[config.mk]
export PLATFORM = sky130hd
export DESIGN_NAME = cache_req_gen
export DESIGN_NICKNAME = d
export VERILOG_FILES = /design/src/rtl/cache_req_gen.sv
export SDC_FILE = /design/constraint.sdc
export NUM_CORES = 1
export LEC_CHECK = 0
export ABC_AREA = 0
export CAP_MARGIN = 30
export CORE_MARGIN = 2
export CORE_UTILIZATION = 40
export DETAILED_ROUTE_END_ITERATION = 10
export HOLD_SLACK_MARGIN = 0.06
export PLACE_DENSITY = 0.59
export SYNTH_ARGS = -nofsm -noshare
export SYNTH_HDL_FRONTEND = slang
export SYNTH_SLANG_ARGS = --single-unit
[constraint.sdc]
create_clock -name clk -period 15.3 [get_ports clk]
set_input_delay 4.59 -clock clk [delete_from_list [all_inputs] [get_ports clk]]
set_output_delay 4.59 -clock clk [all_outputs]
set_load 0.02 [all_outputs]
[src/rtl/cache_req_gen.sv]
// CPU-side request generator for the cache CPU port.
// Commands are queued in a small FIFO, issued one at a time on
// cpu_to_cache, and read data is optionally checked against the queued
// expected value. Completion, error and timeout statistics are kept
// for self-test reporting.

package cache_req_gen_pkg;

   // CPU -> cache request bundle
   typedef struct packed {
      logic [19:0] addr;
      logic [31:0] data;
      logic        rw;
      logic        valid;
   } cpu_to_cache_type;

   // cache -> CPU response bundle
   typedef struct packed {
      logic [31:0] data;
      logic        ready;
   } cache_to_cpu_type;

   // request sequencer states
   typedef enum logic [1:0] {
      ST_IDLE  = 2'd0,
      ST_ISSUE = 2'd1,
      ST_GAP   = 2'd2
   } req_state_t;

   // one queued command
   typedef struct packed {
      logic        rw;
      logic        check;
      logic [19:0] addr;
      logic [31:0] data;
   } cmd_entry_t;

endpackage

// Handshake semantics: a request is offered while cpu_to_cache.valid is
// high and its fields are held stable until the cache accepts it. The
// transfer happens at a rising edge where valid and ready are both high;
// ready seen while valid is low carries no meaning and is ignored. The
// command port follows the same rule: a command is taken at an edge
// where cmd_valid and cmd_ready are both high.
module cache_req_gen
   import cache_req_gen_pkg::*;
#(
   parameter int DEPTH    = 8,
   parameter int TIMEOUT  = 64,
   parameter int IDLE_GAP = 0
) (
   input  logic             clk,
   input  logic             rst,
   input  logic             en,
   input  logic             cmd_valid,
   output logic             cmd_ready,
   input  logic             cmd_rw,
   input  logic [19:0]      cmd_addr,
   input  logic [31:0]      cmd_data,
   input  logic             cmd_check,
   output cpu_to_cache_type cpu_to_cache,
   input  cache_to_cpu_type cache_to_cpu,
   output logic             busy,
   output logic [15:0]      done_count,
   output logic [15:0]      err_count,
   output logic             timeout,
   output logic [19:0]      first_err_addr,
   output logic [31:0]      first_err_data
);

   localparam int AW          = $clog2(DEPTH);
   localparam int TW          = (TIMEOUT > 1) ? $clog2(TIMEOUT) : 1;
   localparam int GW          = (IDLE_GAP > 1) ? $clog2(IDLE_GAP) : 1;
   localparam int TO_LAST_I   = (TIMEOUT > 0) ? TIMEOUT - 1 : 0;
   localparam int GAP_LAST_I  = (IDLE_GAP > 0) ? IDLE_GAP - 1 : 0;
   localparam logic [TW-1:0] TO_LAST  = TW'(TO_LAST_I);
   localparam logic [GW-1:0] GAP_LAST = GW'(GAP_LAST_I);
   localparam logic [AW:0]   FULL_CNT = (AW+1)'(DEPTH);
   localparam logic [15:0]   SAT      = 16'hFFFF;

   // ---------------------------------------------------------------
   // Command FIFO
   // ---------------------------------------------------------------
   cmd_entry_t        mem [DEPTH];
   logic [AW-1:0]     wr_ptr;
   logic [AW-1:0]     rd_ptr;
   logic [AW:0]       count;
   logic              fifo_empty;
   logic              fifo_full;
   logic              push;
   logic              pop;
   cmd_entry_t        head;
   cmd_entry_t        wr_entry;

   // ---------------------------------------------------------------
   // Sequencer state and request registers
   // ---------------------------------------------------------------
   req_state_t        state;
   req_state_t        state_nxt;
   logic [TW-1:0]     wait_cnt;
   logic [GW-1:0]     gap_cnt;
   logic              req_rw;
   logic              req_check;
   logic [19:0]       req_addr;
   logic [31:0]       req_data;
   logic [31:0]       req_exp;

   logic              in_issue;
   logic              rdy;
   logic              issue;
   logic              complete;
   logic              tmo_hit;
   logic              finish;
   logic              rd_mismatch;
   logic              err_event;

   // Full/empty come from the registered count only, so a pop in the
   // same cycle never opens a slot for a push, and a push into an empty
   // FIFO is not visible to the sequencer until the next cycle.
   assign fifo_empty = (count == '0);
   assign fifo_full  = (count == FULL_CNT);
   assign push       = cmd_valid && !fifo_full;
   assign pop        = issue;
   assign head       = mem[rd_ptr];

   assign wr_entry.rw    = cmd_rw;
   assign wr_entry.check = cmd_check;
   assign wr_entry.addr  = cmd_addr;
   assign wr_entry.data  = cmd_data;

   // Request-level events. A ready on the timeout boundary wins: tmo_hit
   // is only raised when ready is low.
   assign in_issue    = (state == ST_ISSUE);
   assign rdy         = cache_to_cpu.ready;
   assign issue       = (state == ST_IDLE) && !fifo_empty && en;
   assign complete    = in_issue && rdy;
   assign tmo_hit     = in_issue && !rdy && (TIMEOUT != 0) && (wait_cnt == TO_LAST);
   assign finish      = complete || tmo_hit;
   assign rd_mismatch = complete && !req_rw && req_check &&
                        (cache_to_cpu.data != req_exp);
   assign err_event   = rd_mismatch || tmo_hit;

   // FIFO storage write; contents need no reset since occupancy guards reads
   always_ff @(posedge clk) begin
      if (push) begin
         mem[wr_ptr] <= wr_entry;
      end
   end

   // FIFO pointers and occupancy
   always_ff @(posedge clk) begin
      if (rst) begin
         wr_ptr <= '0;
         rd_ptr <= '0;
         count  <= '0;
      end else begin
         if (push) begin
            wr_ptr <= wr_ptr + AW'(1);
         end
         if (pop) begin
            rd_ptr <= rd_ptr + AW'(1);
         end
         case ({push, pop})
            2'b10:   count <= count + (AW+1)'(1);
            2'b01:   count <= count - (AW+1)'(1);
            default: count <= count;
         endcase
      end
   end

   // Sequencer state register
   always_ff @(posedge clk) begin
      if (rst) begin
         state <= ST_IDLE;
      end else begin
         state <= state_nxt;
      end
   end

   // Sequencer next-state logic
   always_comb begin
      state_nxt = state;
      case (state)
         ST_IDLE: begin
            if (issue) begin
               state_nxt = ST_ISSUE;
            end
         end
         ST_ISSUE: begin
            if (finish) begin
               state_nxt = (IDLE_GAP > 0) ? ST_GAP : ST_IDLE;
            end
         end
         ST_GAP: begin
            if (gap_cnt == GAP_LAST) begin
               state_nxt = ST_IDLE;
            end
         end
         default: state_nxt = ST_IDLE;
      endcase
   end

   // Sequencer outputs: valid is simply "in ISSUE", fields come from the
   // registers captured at issue time so they stay stable while waiting
   always_comb begin
      cpu_to_cache       = '0;
      cpu_to_cache.valid = in_issue;
      cpu_to_cache.rw    = req_rw;
      cpu_to_cache.addr  = req_addr;
      cpu_to_cache.data  = req_data;
      cmd_ready          = !fifo_full;
      busy               = !fifo_empty || (state != ST_IDLE);
   end

   // Request capture, wait/gap counters and statistics
   always_ff @(posedge clk) begin
      if (rst) begin
         req_rw         <= 1'b0;
         req_check      <= 1'b0;
         req_addr       <= '0;
         req_data       <= '0;
         req_exp        <= '0;
         wait_cnt       <= '0;
         gap_cnt        <= '0;
         done_count     <= '0;
         err_count      <= '0;
         timeout        <= 1'b0;
         first_err_addr <= '0;
         first_err_data <= '0;
      end else begin
         if (issue) begin
            req_rw    <= head.rw;
            req_check <= head.check;
            req_addr  <= head.addr;
            req_data  <= head.rw ? head.data : 32'h0;
            req_exp   <= head.data;
         end

         if (issue || finish) begin
            wait_cnt <= '0;
         end else if (in_issue) begin
            wait_cnt <= wait_cnt + TW'(1);
         end

         if (state == ST_GAP) begin
            gap_cnt <= (gap_cnt == GAP_LAST) ? '0 : gap_cnt + GW'(1);
         end else begin
            gap_cnt <= '0;
         end

         if (complete && (done_count != SAT)) begin
            done_count <= done_count + 16'd1;
         end

         if (err_event) begin
            if (err_count != SAT) begin
               err_count <= err_count + 16'd1;
            end
            // err_count never returns to zero outside reset, so zero
            // marks the first error
            if (err_count == '0) begin
               first_err_addr <= req_addr;
               first_err_data <= tmo_hit ? 32'h0 : cache_to_cpu.data;
            end
         end

         if (tmo_hit) begin
            timeout <= 1'b1;
         end
      end
   end

endmodule

==> tab_implementation.tex, run 1 <==
\begin{tabular}{lr}
\hline
Metric & Value \\
\hline
\multicolumn{2}{l}{\textbf{Critical path}} \\
\quad Worst path top cell family by delay & buffers and inverters \\
\quad R2r endpoint & first\_err\_data[15] \\
\quad Crit-path max FO & 30 \\
\quad CP required & 15,730 ps \\
\quad Reg2reg start & state[0] \\
\quad Kind of end point of the critical path & register \\
\quad Crit-path slowest cell & sky130\_fd\_sc\_hd\_\_o2bb2ai\_4 \\
\quad Critical Path, Cell by Cell & clkdlybuf4s50\_1, or4\_1, o2bb2ai\_4, buf\_4, o32ai\_2 \\
\quad Sum of buffers and inverters on the critical path & 2 \\
\quad Maximum single-stage delay on the critical path & 810 ps \\
\quad Setup crit start kind & input pin \\
\quad Worst Reg-to-Reg Cells & 5 \\
\quad CP startpoint & cache\_to\_cpu[0] \\
\quad Data arrival time of the worst path & 7520 ps \\
\quad Worst setup path category & in -> reg \\
\quad Reg-to-reg slack, setup & 12,020 ps \\
\multicolumn{2}{l}{\textbf{Place}} \\
\quad Final estimated routing congestion in global placement & 0.805 \\
\quad Detail Placement HPWL & 35.7 mm \\
\quad Total cell area at the placement stage & 27,900 µm² \\
\quad PortBufs & 231 \\
\multicolumn{2}{l}{\textbf{Power}} \\
\quad Power share of the sequential group & 0.440 \\
\quad Switching part of the total power & 0.274 \\
\quad Cell internal pwr & 3.40 mW \\
\quad Clock power frac & 0.346 \\
\quad Power per standard cell area & 155 nW/µm² \\
\quad Net switching power & 1.28 mW \\
\quad Largest voltage drop on the vdd net & 0.0884 mV \\
\quad Final Power & 4.68 mW \\
\quad Cell leakage power & 9.54 nW \\
\quad Part of the total power dissipated in combinational logic & 0.214 \\
\multicolumn{2}{l}{\textbf{Floorplan}} \\
\quad Number of placement rows & 91 \\
\quad Horizontal extent of the die & 253 µm \\
\quad Overall die area & 63,800 µm² \\
\quad Initial core utilization & 0.403 \\
\quad Top-level I/O count & 232 \\
\quad Area of the core & 61,400 µm² \\
\quad Vert. Die Dim & 253 µm \\
\multicolumn{2}{l}{\textbf{Timing}} \\
\quad Highest clock frequency the design can meet & 141 MHz \\
\quad Total negative setup slack & 0 ps \\
\quad Clock Skew & 21.1 ps \\
\quad Least-Margin Pin Slew & 1010 ps \\
\quad Setup repair after global routing missed its margin & no \\
\quad Max Slew Vio Count & 0 \\
\quad Min Tclk post-route & 7090 ps \\
\quad Final Hold Violating Endpoints & 0 \\
\quad Period Utilization, post-route & 0.463 \\
\quad Relative max-transition margin & 0.326 \\
\quad Final-report setup violation count & 0 \\
\multicolumn{2}{l}{\textbf{CTS}} \\
\quad Post-cts repair resize count & 0 \\
\quad TritonCTS buffer count & 66 \\
\quad Deepest clock path buffer count & 3 \\
\quad Number of levels the H-tree was split into & 3 \\
\quad Root Driver & sky130\_fd\_sc\_hd\_\_clkbuf\_16 \\
\quad Clock latency of the later-clocked register in the worst-skew pair & 590 ps \\
\quad Post-CTS Setup Repair Bufs & 0 \\
\quad Clock tree from TritonCTS & yes \\
\quad Number of buffers inserted by hold repair at cts & 0 \\
\quad Number of clock sinks & 623 \\
\quad Clock transition at the register clock pins on the worst setup and hold paths after CTS & 60 ps \\
\multicolumn{2}{l}{\textbf{Synth}} \\
\quad EDFF count, synth & 432 \\
\quad Async S/R FF share, synth & 0 \\
\quad Top FF cell, synth & sky130\_fd\_sc\_hd\_\_edfxtp\_1 \\
\quad Sequential area share after synthesis & 0.680 \\
\quad Synthesized net count & 1,687 \\
\quad Flops \& latches, synth & 623 \\
\quad Synthesis warning total & 0 \\
\quad Area of the mapped netlist & 24,700 µm² \\
\quad Gate count of the mapped netlist & 1,587 \\
\quad Average size of a mapped cell & 15.6 µm² \\
\quad Unique cell type count in the Yosys netlist & 61 \\
\multicolumn{2}{l}{\textbf{Drt}} \\
\quad Final routed DRC violation total & 0 \\
\quad Post-DRT Antenna Nets & 0 \\
\quad Vias after detailed routing & 13,900 \\
\quad Violation count after the first detailed-route iteration & 868 \\
\quad Drt pass-1 iters & 5 \\
\quad Detail-routed via count per cell & 5.24 \\
\quad Final routed wire length divided by cell count & 21.7 µm \\
\quad Final Routed Wirelength & 57.6 mm \\
\multicolumn{2}{l}{\textbf{Finish}} \\
\quad Post-layout nets & 1,914 \\
\quad Share of final-layout standard cells stronger than drive strength 1 & 0.172 \\
\quad Number of antenna repair diodes & 0 \\
\quad Area overhead of the layout relative to synthesis & 21.8\% \\
\quad Total of fill cells in the finished design & 5,109 \\
\quad Final std cell area, no fill & 30,100 µm² \\
\multicolumn{2}{l}{\textbf{Outcome}} \\
\quad Result of the run & finished clean \\
\multicolumn{2}{l}{\textbf{Global routing}} \\
\quad Number of antenna violations at the first check in global routing & 6 \\
\quad Wire length of the first global-routing pass & 86.5 mm \\
\quad Maximum number of pins on one net before global-route repair & 96 \\
\quad Global routing met1 resource utilization & 0.234 \\
\quad Fraction of met3 tracks used by global routing & 0.0391 \\
\quad Number of global-route vias before repair & 14,000 \\
\quad Global routing usage on met2 & 0.303 \\
\quad Total track usage & 0.180 \\
\quad Global routing's busiest layer & met2 \\
\quad Total grt overflow & 0 \\
\multicolumn{2}{l}{\textbf{Worst hold path}} \\
\quad Hold path cells & 2 \\
\quad Kind of path behind the tightest hold check & reg -> reg \\
\quad Min-Delay Endpoint & req\_data[13] \\
\quad Worst Min Path Start & req\_data[13] \\
\multicolumn{2}{l}{\textbf{Run}} \\
\quad Total of max-cap violations & 0 \\
\hline
\end{tabular}
## cells in the final DEF, fill, tap and decap left out, types with 9 or more instances in the layout
cell type / n
sky130_fd_sc_hd__a211oi_1: 25
sky130_fd_sc_hd__a21oi_1: 47
sky130_fd_sc_hd__buf_4: 18
sky130_fd_sc_hd__clkbuf_1: 18
sky130_fd_sc_hd__clkbuf_16: 69
sky130_fd_sc_hd__clkdlybuf4s50_1: 230
sky130_fd_sc_hd__dfxtp_1: 188
sky130_fd_sc_hd__edfxtp_1: 432
sky130_fd_sc_hd__ha_1: 9
sky130_fd_sc_hd__inv_1: 41
sky130_fd_sc_hd__mux2_2: 38
sky130_fd_sc_hd__mux2i_1: 47
sky130_fd_sc_hd__mux4_2: 108
sky130_fd_sc_hd__nand2_1: 56
sky130_fd_sc_hd__nand2b_1: 76
sky130_fd_sc_hd__nand3_1: 46
sky130_fd_sc_hd__nand4_1: 14
sky130_fd_sc_hd__nor2_1: 140
sky130_fd_sc_hd__nor3_1: 39
sky130_fd_sc_hd__nor4_1: 14
sky130_fd_sc_hd__o32ai_2: 30
sky130_fd_sc_hd__xnor2_1: 9
sky130_fd_sc_hd__xor2_1: 45
## how the worst max path moves through the flow
stage                          to  slack [ps]  cells after the start
5_1_grt        first_err_data[12]        8070                      5
4_1_cts        first_err_data[15]        8200                      5
2_1_floorplan           mem[4][0]        4060                      4
6_report       first_err_data[15]        8210                      5
3_3_place_gp          wait_cnt[5]        7540                      8
3_5_place_dp   first_err_data[15]        7580                      5
## Yosys cell counts (30+ instances only)
master	instances	share of area
sky130_fd_sc_hd__a21oi_1	47	0.0095
sky130_fd_sc_hd__buf_2	30	0.0061
sky130_fd_sc_hd__clkbuf_1	47	0.0071
sky130_fd_sc_hd__dfxtp_1	191	0.15
sky130_fd_sc_hd__edfxtp_1	432	0.52
sky130_fd_sc_hd__inv_1	41	0.0062
sky130_fd_sc_hd__mux2_2	38	0.017
sky130_fd_sc_hd__mux2i_1	47	0.019
sky130_fd_sc_hd__mux4_2	108	0.098
sky130_fd_sc_hd__nand2_1	57	0.0087
sky130_fd_sc_hd__nand2b_1	76	0.019
sky130_fd_sc_hd__nand3_1	46	0.0093
sky130_fd_sc_hd__nor2_1	141	0.021
sky130_fd_sc_hd__nor3_1	42	0.0085
sky130_fd_sc_hd__o32ai_2	30	0.020
sky130_fd_sc_hd__xor2_1	45	0.016
## layout make-up
class / instances / area [µm²] / area share
Sequential cell: 623 / 16800 / 0.558
Multi-Input combinational cell: 826 / 7330 / 0.244
Timing Repair Buffer: 255 / 2610 / 0.0866
Clock buffer: 94 / 1880 / 0.0625
Tap cell: 790 / 988 / 0.0328
Clock inverter: 24 / 330 / 0.0110
Inverter: 42 / 159 / 0.00528
## metal layers
metal | up-vias | part of all wire
li1 | 6479 | -
met1 | 6995 | 0.42
met2 | 350 | 0.49
met3 | 80 | 0.061
met4 | 12 | 0.020
met5 | - | 0.0015
## power by group through the flow
stage	registers, mW	clock network (mW)	logic [mW]
2_1_floorplan	2.11	0	0.653
3_5_place_dp	2.10	0	1.02
6_report	2.06	1.62	1.00
5_1_grt	2.08	1.73	1.10
4_1_cts	2.06	1.66	1.02
3_3_place_gp	2.12	0	0.969
## registers in the layout, indices dropped and copies added (netlist names), named ones only
name and cells:
mem 432, first_err_data 32, req_data 32, req_exp 32, first_err_addr 20, req_addr 20, done_count 16, err_count 16
wait_cnt 6, count 4, rd_ptr 3, wr_ptr 3, req_check 1, req_rw 1, state 1, timeout 1
## through the flow
step / cells / util / hold slack, ps / worst slack [ps]
after floorplan: 1587 / - / 447 / 4060
after global placement: 2530 / 0.452 / 441 / 7540
after detailed placement: 2535 / 0.454 / 448 / 7580
after CTS: 2653 / 0.490 / 457 / 8200
after global routing: 2654 / 0.491 / 479 / 8070
final: 2654 / 0.491 / 455 / 8210
## tightest hold or removal path, cell delays in order, from the launching register on
cell and delay (ps):
sky130_fd_sc_hd__dfxtp_1 310, sky130_fd_sc_hd__nand2_1 50, sky130_fd_sc_hd__a21oi_1 50
## kinds of logic (layout without fill, tap and decap cells)
| logic type | count (synthesis) | after routing | share of synthesized area |
|---|---|---|---|
| compound gates | 134 | 134 | 0.0479 |
| buf+inv | 138 | 415 | 0.0255 |
| xor+xnor | 54 | 54 | 0.0191 |
| flops | 623 | 623 | 0.680 |
| mux | 195 | 195 | 0.136 |
| fa+ha+maj | 9 | 9 | 0.00456 |
| simple gates | 434 | 434 | 0.0874 |
Note: power is estimated with default switching activity, not from simulation.
==> run 2: changes to the inputs <==
PLACE_DENSITY = 0.61   (was 0.59)
clock period = 5.71 ns   (was 15.3 ns; I/O delays follow)
==> tab_implementation.tex, run 2 (synthesis gave the netlist of run 1 again) <==
\begin{tabular}{lr}
\hline
Metric & Value \\
\hline
\multicolumn{2}{l}{\textbf{Outcome}} \\
\quad Result of the run & finished clean (unchanged) \\
\multicolumn{2}{l}{\textbf{Finish}} \\
\quad Non-filler cells in the finished layout & 2,649 (was 2,654) \\
\quad Top register by number of flip-flops & mem (unchanged) \\
\quad Most common cell after layout, fill and taps aside & sky130\_fd\_sc\_hd\_\_edfxtp\_1 (unchanged) \\
\quad Share of final-layout standard cells stronger than drive strength 1 & 0.172 (about the same) \\
\quad Largest register FFs & 432 (unchanged) \\
\quad Total of fill cells in the finished design & 5,150 (was 5,109) \\
\quad Post-layout nets & 1,911 (was 1,914) \\
\quad Most frequent cells in the layout & sky130\_fd\_sc\_hd\_\_edfxtp\_1 (432), sky130\_fd\_sc\_hd\_\_clkdlybuf4s50\_1 (230), sky130\_fd\_sc\_hd\_\_dfxtp\_1 (188) (unchanged) \\
\quad Final std cell area, no fill & 29,900 µm² (was 30,100 µm²) \\
\quad Area overhead of the layout relative to synthesis & 20.9\% (was 21.8\%) \\
\multicolumn{2}{l}{\textbf{Global routing}} \\
\quad Total track usage & 0.177 (was 0.180) \\
\quad Number of global-route vias before repair & 14,100 (was 14,000) \\
\quad Number of antenna violations at the first check in global routing & 7 (was 6) \\
\quad Total grt overflow & 0 (unchanged) \\
\quad Wire length of the first global-routing pass & 85.5 mm (was 86.5 mm) \\
\quad Maximum number of pins on one net before global-route repair & 125 (was 96) \\
\multicolumn{2}{l}{\textbf{Power}} \\
\quad Cell internal pwr & 8.79 mW (was 3.40 mW) \\
\quad Part of the total power dissipated in combinational logic & 0.214 (about the same) \\
\quad Power per standard cell area & 408 nW/µm² (was 155 nW/µm²) \\
\quad Power share of the sequential group & 0.457 (was 0.440) \\
\quad Net switching power & 3.40 mW (was 1.28 mW) \\
\quad Switching part of the total power & 0.279 (was 0.274) \\
\quad Cell leakage power & 9.44 nW (was 9.54 nW) \\
\quad Largest voltage drop on the vdd net & 0.233 mV (was 0.0884 mV) \\
\quad Clock power frac & 0.329 (was 0.346) \\
\multicolumn{2}{l}{\textbf{Place}} \\
\quad Detail Placement HPWL & 34.9 mm (was 35.7 mm) \\
\quad PortBufs & 231 (unchanged) \\
\quad Placed Cells & 2,537 (was 2,535) \\
\quad Total cell area at the placement stage & 27,900 µm² (about the same) \\
\quad Final estimated routing congestion in global placement & 0.810 (was 0.805) \\
\multicolumn{2}{l}{\textbf{Floorplan}} \\
\quad Overall die area & 63,800 µm² (unchanged) \\
\quad Horizontal extent of the die & 253 µm (unchanged) \\
\quad Top-level I/O count & 232 (unchanged) \\
\quad Number of placement rows & 91 (unchanged) \\
\quad Initial core utilization & 0.403 (unchanged) \\
\quad Area of the core & 61,400 µm² (unchanged) \\
\quad Vert. Die Dim & 253 µm (unchanged) \\
\multicolumn{2}{l}{\textbf{Critical path}} \\
\quad Data arrival time of the worst path & 2320 ps (was 7520 ps) \\
\quad Crit-path slowest cell & sky130\_fd\_sc\_hd\_\_or4b\_2 (was sky130\_fd\_sc\_hd\_\_o2bb2ai\_4) \\
\quad Critical Path, Cell by Cell & or4b\_2, clkdlybuf4s50\_1 (was clkdlybuf4s50\_1, or4\_1, o2bb2ai\_4, buf\_4, o32ai\_2) \\
\quad Sum of buffers and inverters on the critical path & 1 (was 2) \\
\quad Worst setup path category & reg -> out (was in -> reg) \\
\quad CP required & 4000 ps (was 15,730 ps) \\
\quad Maximum single-stage delay on the critical path & 750 ps (was 810 ps) \\
\quad Setup crit start kind & register (was input pin) \\
\quad Crit-path max FO & 7 (was 30) \\
\quad Worst path top cell family by delay & simple AND/OR/NAND/NOR gates (was buffers and inverters) \\
\quad Kind of end point of the critical path & primary output (was register) \\
\multicolumn{2}{l}{\textbf{Run}} \\
\quad Total of max-cap violations & 0 (unchanged) \\
\multicolumn{2}{l}{\textbf{Timing}} \\
\quad Clock Skew & 15.8 ps (was 21.1 ps) \\
\quad Final Hold Violating Endpoints & 0 (unchanged) \\
\quad Period Utilization, post-route & 0.706 \\
\quad Min Tclk post-route & 4030 ps \\
\quad Highest clock frequency the design can meet & 248 MHz \\
\quad Max Slew Vio Count & 0 (unchanged) \\
\quad Final-report setup violation count & 0 (unchanged) \\
\quad Relative max-transition margin & 0.340 (was 0.326) \\
\quad Least-Margin Pin Slew & 990 ps (was 1010 ps) \\
\quad Setup repair after global routing missed its margin & no (unchanged) \\
\multicolumn{2}{l}{\textbf{Drt}} \\
\quad Final routed wire length divided by cell count & 21.4 µm (was 21.7 µm) \\
\quad Final Routed Wirelength & 56.7 mm (was 57.6 mm) \\
\quad Vias after detailed routing & 13,900 (about the same) \\
\quad Drt pass-1 iters & 5 (unchanged) \\
\quad Violation count after the first detailed-route iteration & 884 (was 868) \\
\quad Detail-routed via count per cell & 5.25 (was 5.24) \\
\quad Post-DRT Antenna Nets & 0 (unchanged) \\
\quad Final routed DRC violation total & 0 (unchanged) \\
\multicolumn{2}{l}{\textbf{CTS}} \\
\quad Clock transition at the register clock pins on the worst setup and hold paths after CTS & 60 ps (about the same) \\
\quad Root Driver & sky130\_fd\_sc\_hd\_\_clkbuf\_16 (unchanged) \\
\quad Post-CTS Setup Repair Bufs & 0 (unchanged) \\
\quad Number of buffers inserted by hold repair at cts & 0 (unchanged) \\
\quad Post-cts repair resize count & 0 (unchanged) \\
\quad Number of levels the H-tree was split into & 2 (was 3) \\
\quad Number of clock sinks & 623 (unchanged) \\
\quad TritonCTS buffer count & 61 (was 66) \\
\quad Clock latency of the later-clocked register in the worst-skew pair & 630 ps (was 590 ps) \\
\quad Clock tree from TritonCTS & yes (unchanged) \\
\quad Deepest clock path buffer count & 3 (unchanged) \\
\multicolumn{2}{l}{\textbf{Worst hold path}} \\
\quad Kind of path behind the tightest hold check & reg -> reg (unchanged) \\
\hline
\end{tabular}
-- run 2: cell count changes in the layout (fill, tap and decap cells not counted), moves of 5 or more --
cell                        before  now
sky130_fd_sc_hd__clkbuf_1       18    6
sky130_fd_sc_hd__buf_16          5    0
sky130_fd_sc_hd__clkinv_2        6   18
sky130_fd_sc_hd__clkbuf_16      69   61
sky130_fd_sc_hd__buf_12          1    6
sky130_fd_sc_hd__clkinv_1        5   13
-- run 2: power by group through the flow --
stage,clock (mW),combinational (mW),sequential (mW)
final,4.01,2.61,5.57
after global routing,4.27,2.85,5.62
after CTS,4.12,2.64,5.60
after detailed placement,0,2.63,5.69
after global placement,0,2.62,5.68
after floorplan,0,1.75,5.64
-- run 2: cell type report --
class / count / area, µm² / share of cell area
Antenna cell: 1 / 2.50 / 0.0000837
Clock buffer: 69 / 1580 / 0.0527
Clock inverter: 41 / 419 / 0.0140
Inverter: 42 / 159 / 0.00532
Multi-Input combinational cell: 826 / 7350 / 0.246
Sequential cell: 623 / 16800 / 0.562
Tap cell: 790 / 988 / 0.0331
Timing Repair Buffer: 257 / 2580 / 0.0864
-- run 2: worst reg2reg max path, delay by kind of cell (launching register included) --
kind / cells / cell delay, ps
AND/OR/NAND/NOR: 3 / 980
adder cells (fa/ha/maj): 2 / 690
buffers and inverters: 1 / 460
flip-flops: 1 / 370
AO/OA/AOI/OAI: 2 / 290
XOR/XNOR: 2 / 270
-- run 2: worst paths after layout --
check | cells after the start | slack, ps | endpoint | startpoint
worst min register to register | 2 | 450 | req_data[9] | req_data[9]
worst max register to register | 10 | 2580 | count[2] | count[0]
worst max-delay path | 2 | 1680 | cmd_ready | count[0]
worst min-delay path | 2 | 450 | req_data[9] | req_data[9]
-- run 2: per-layer routing --
layer | routed length, µm | track usage | up-vias
met1 | 24600 | 0.236 | 6961
met5 | 84 | 0 | -
li1 | - | - | 6473
met3 | 3440 | 0.0390 | 101
met4 | 1400 | 0.0507 | 12
met2 | 27100 | 0.292 | 370
-- run 2: per-stage QoR --
step	hold WS (ps)	setup slack, ps	setup TNS (ps)	utilization	total power, mW
final	452	1680	0	0.487	12.2
after CTS	452	1620	0	0.487	12.4
after global placement	442	1040	0	0.454	8.29
after floorplan	447	-983	-212220	-	7.39
after detailed placement	443	1040	0	0.454	8.32
after global routing	472	1560	0	0.487	12.8
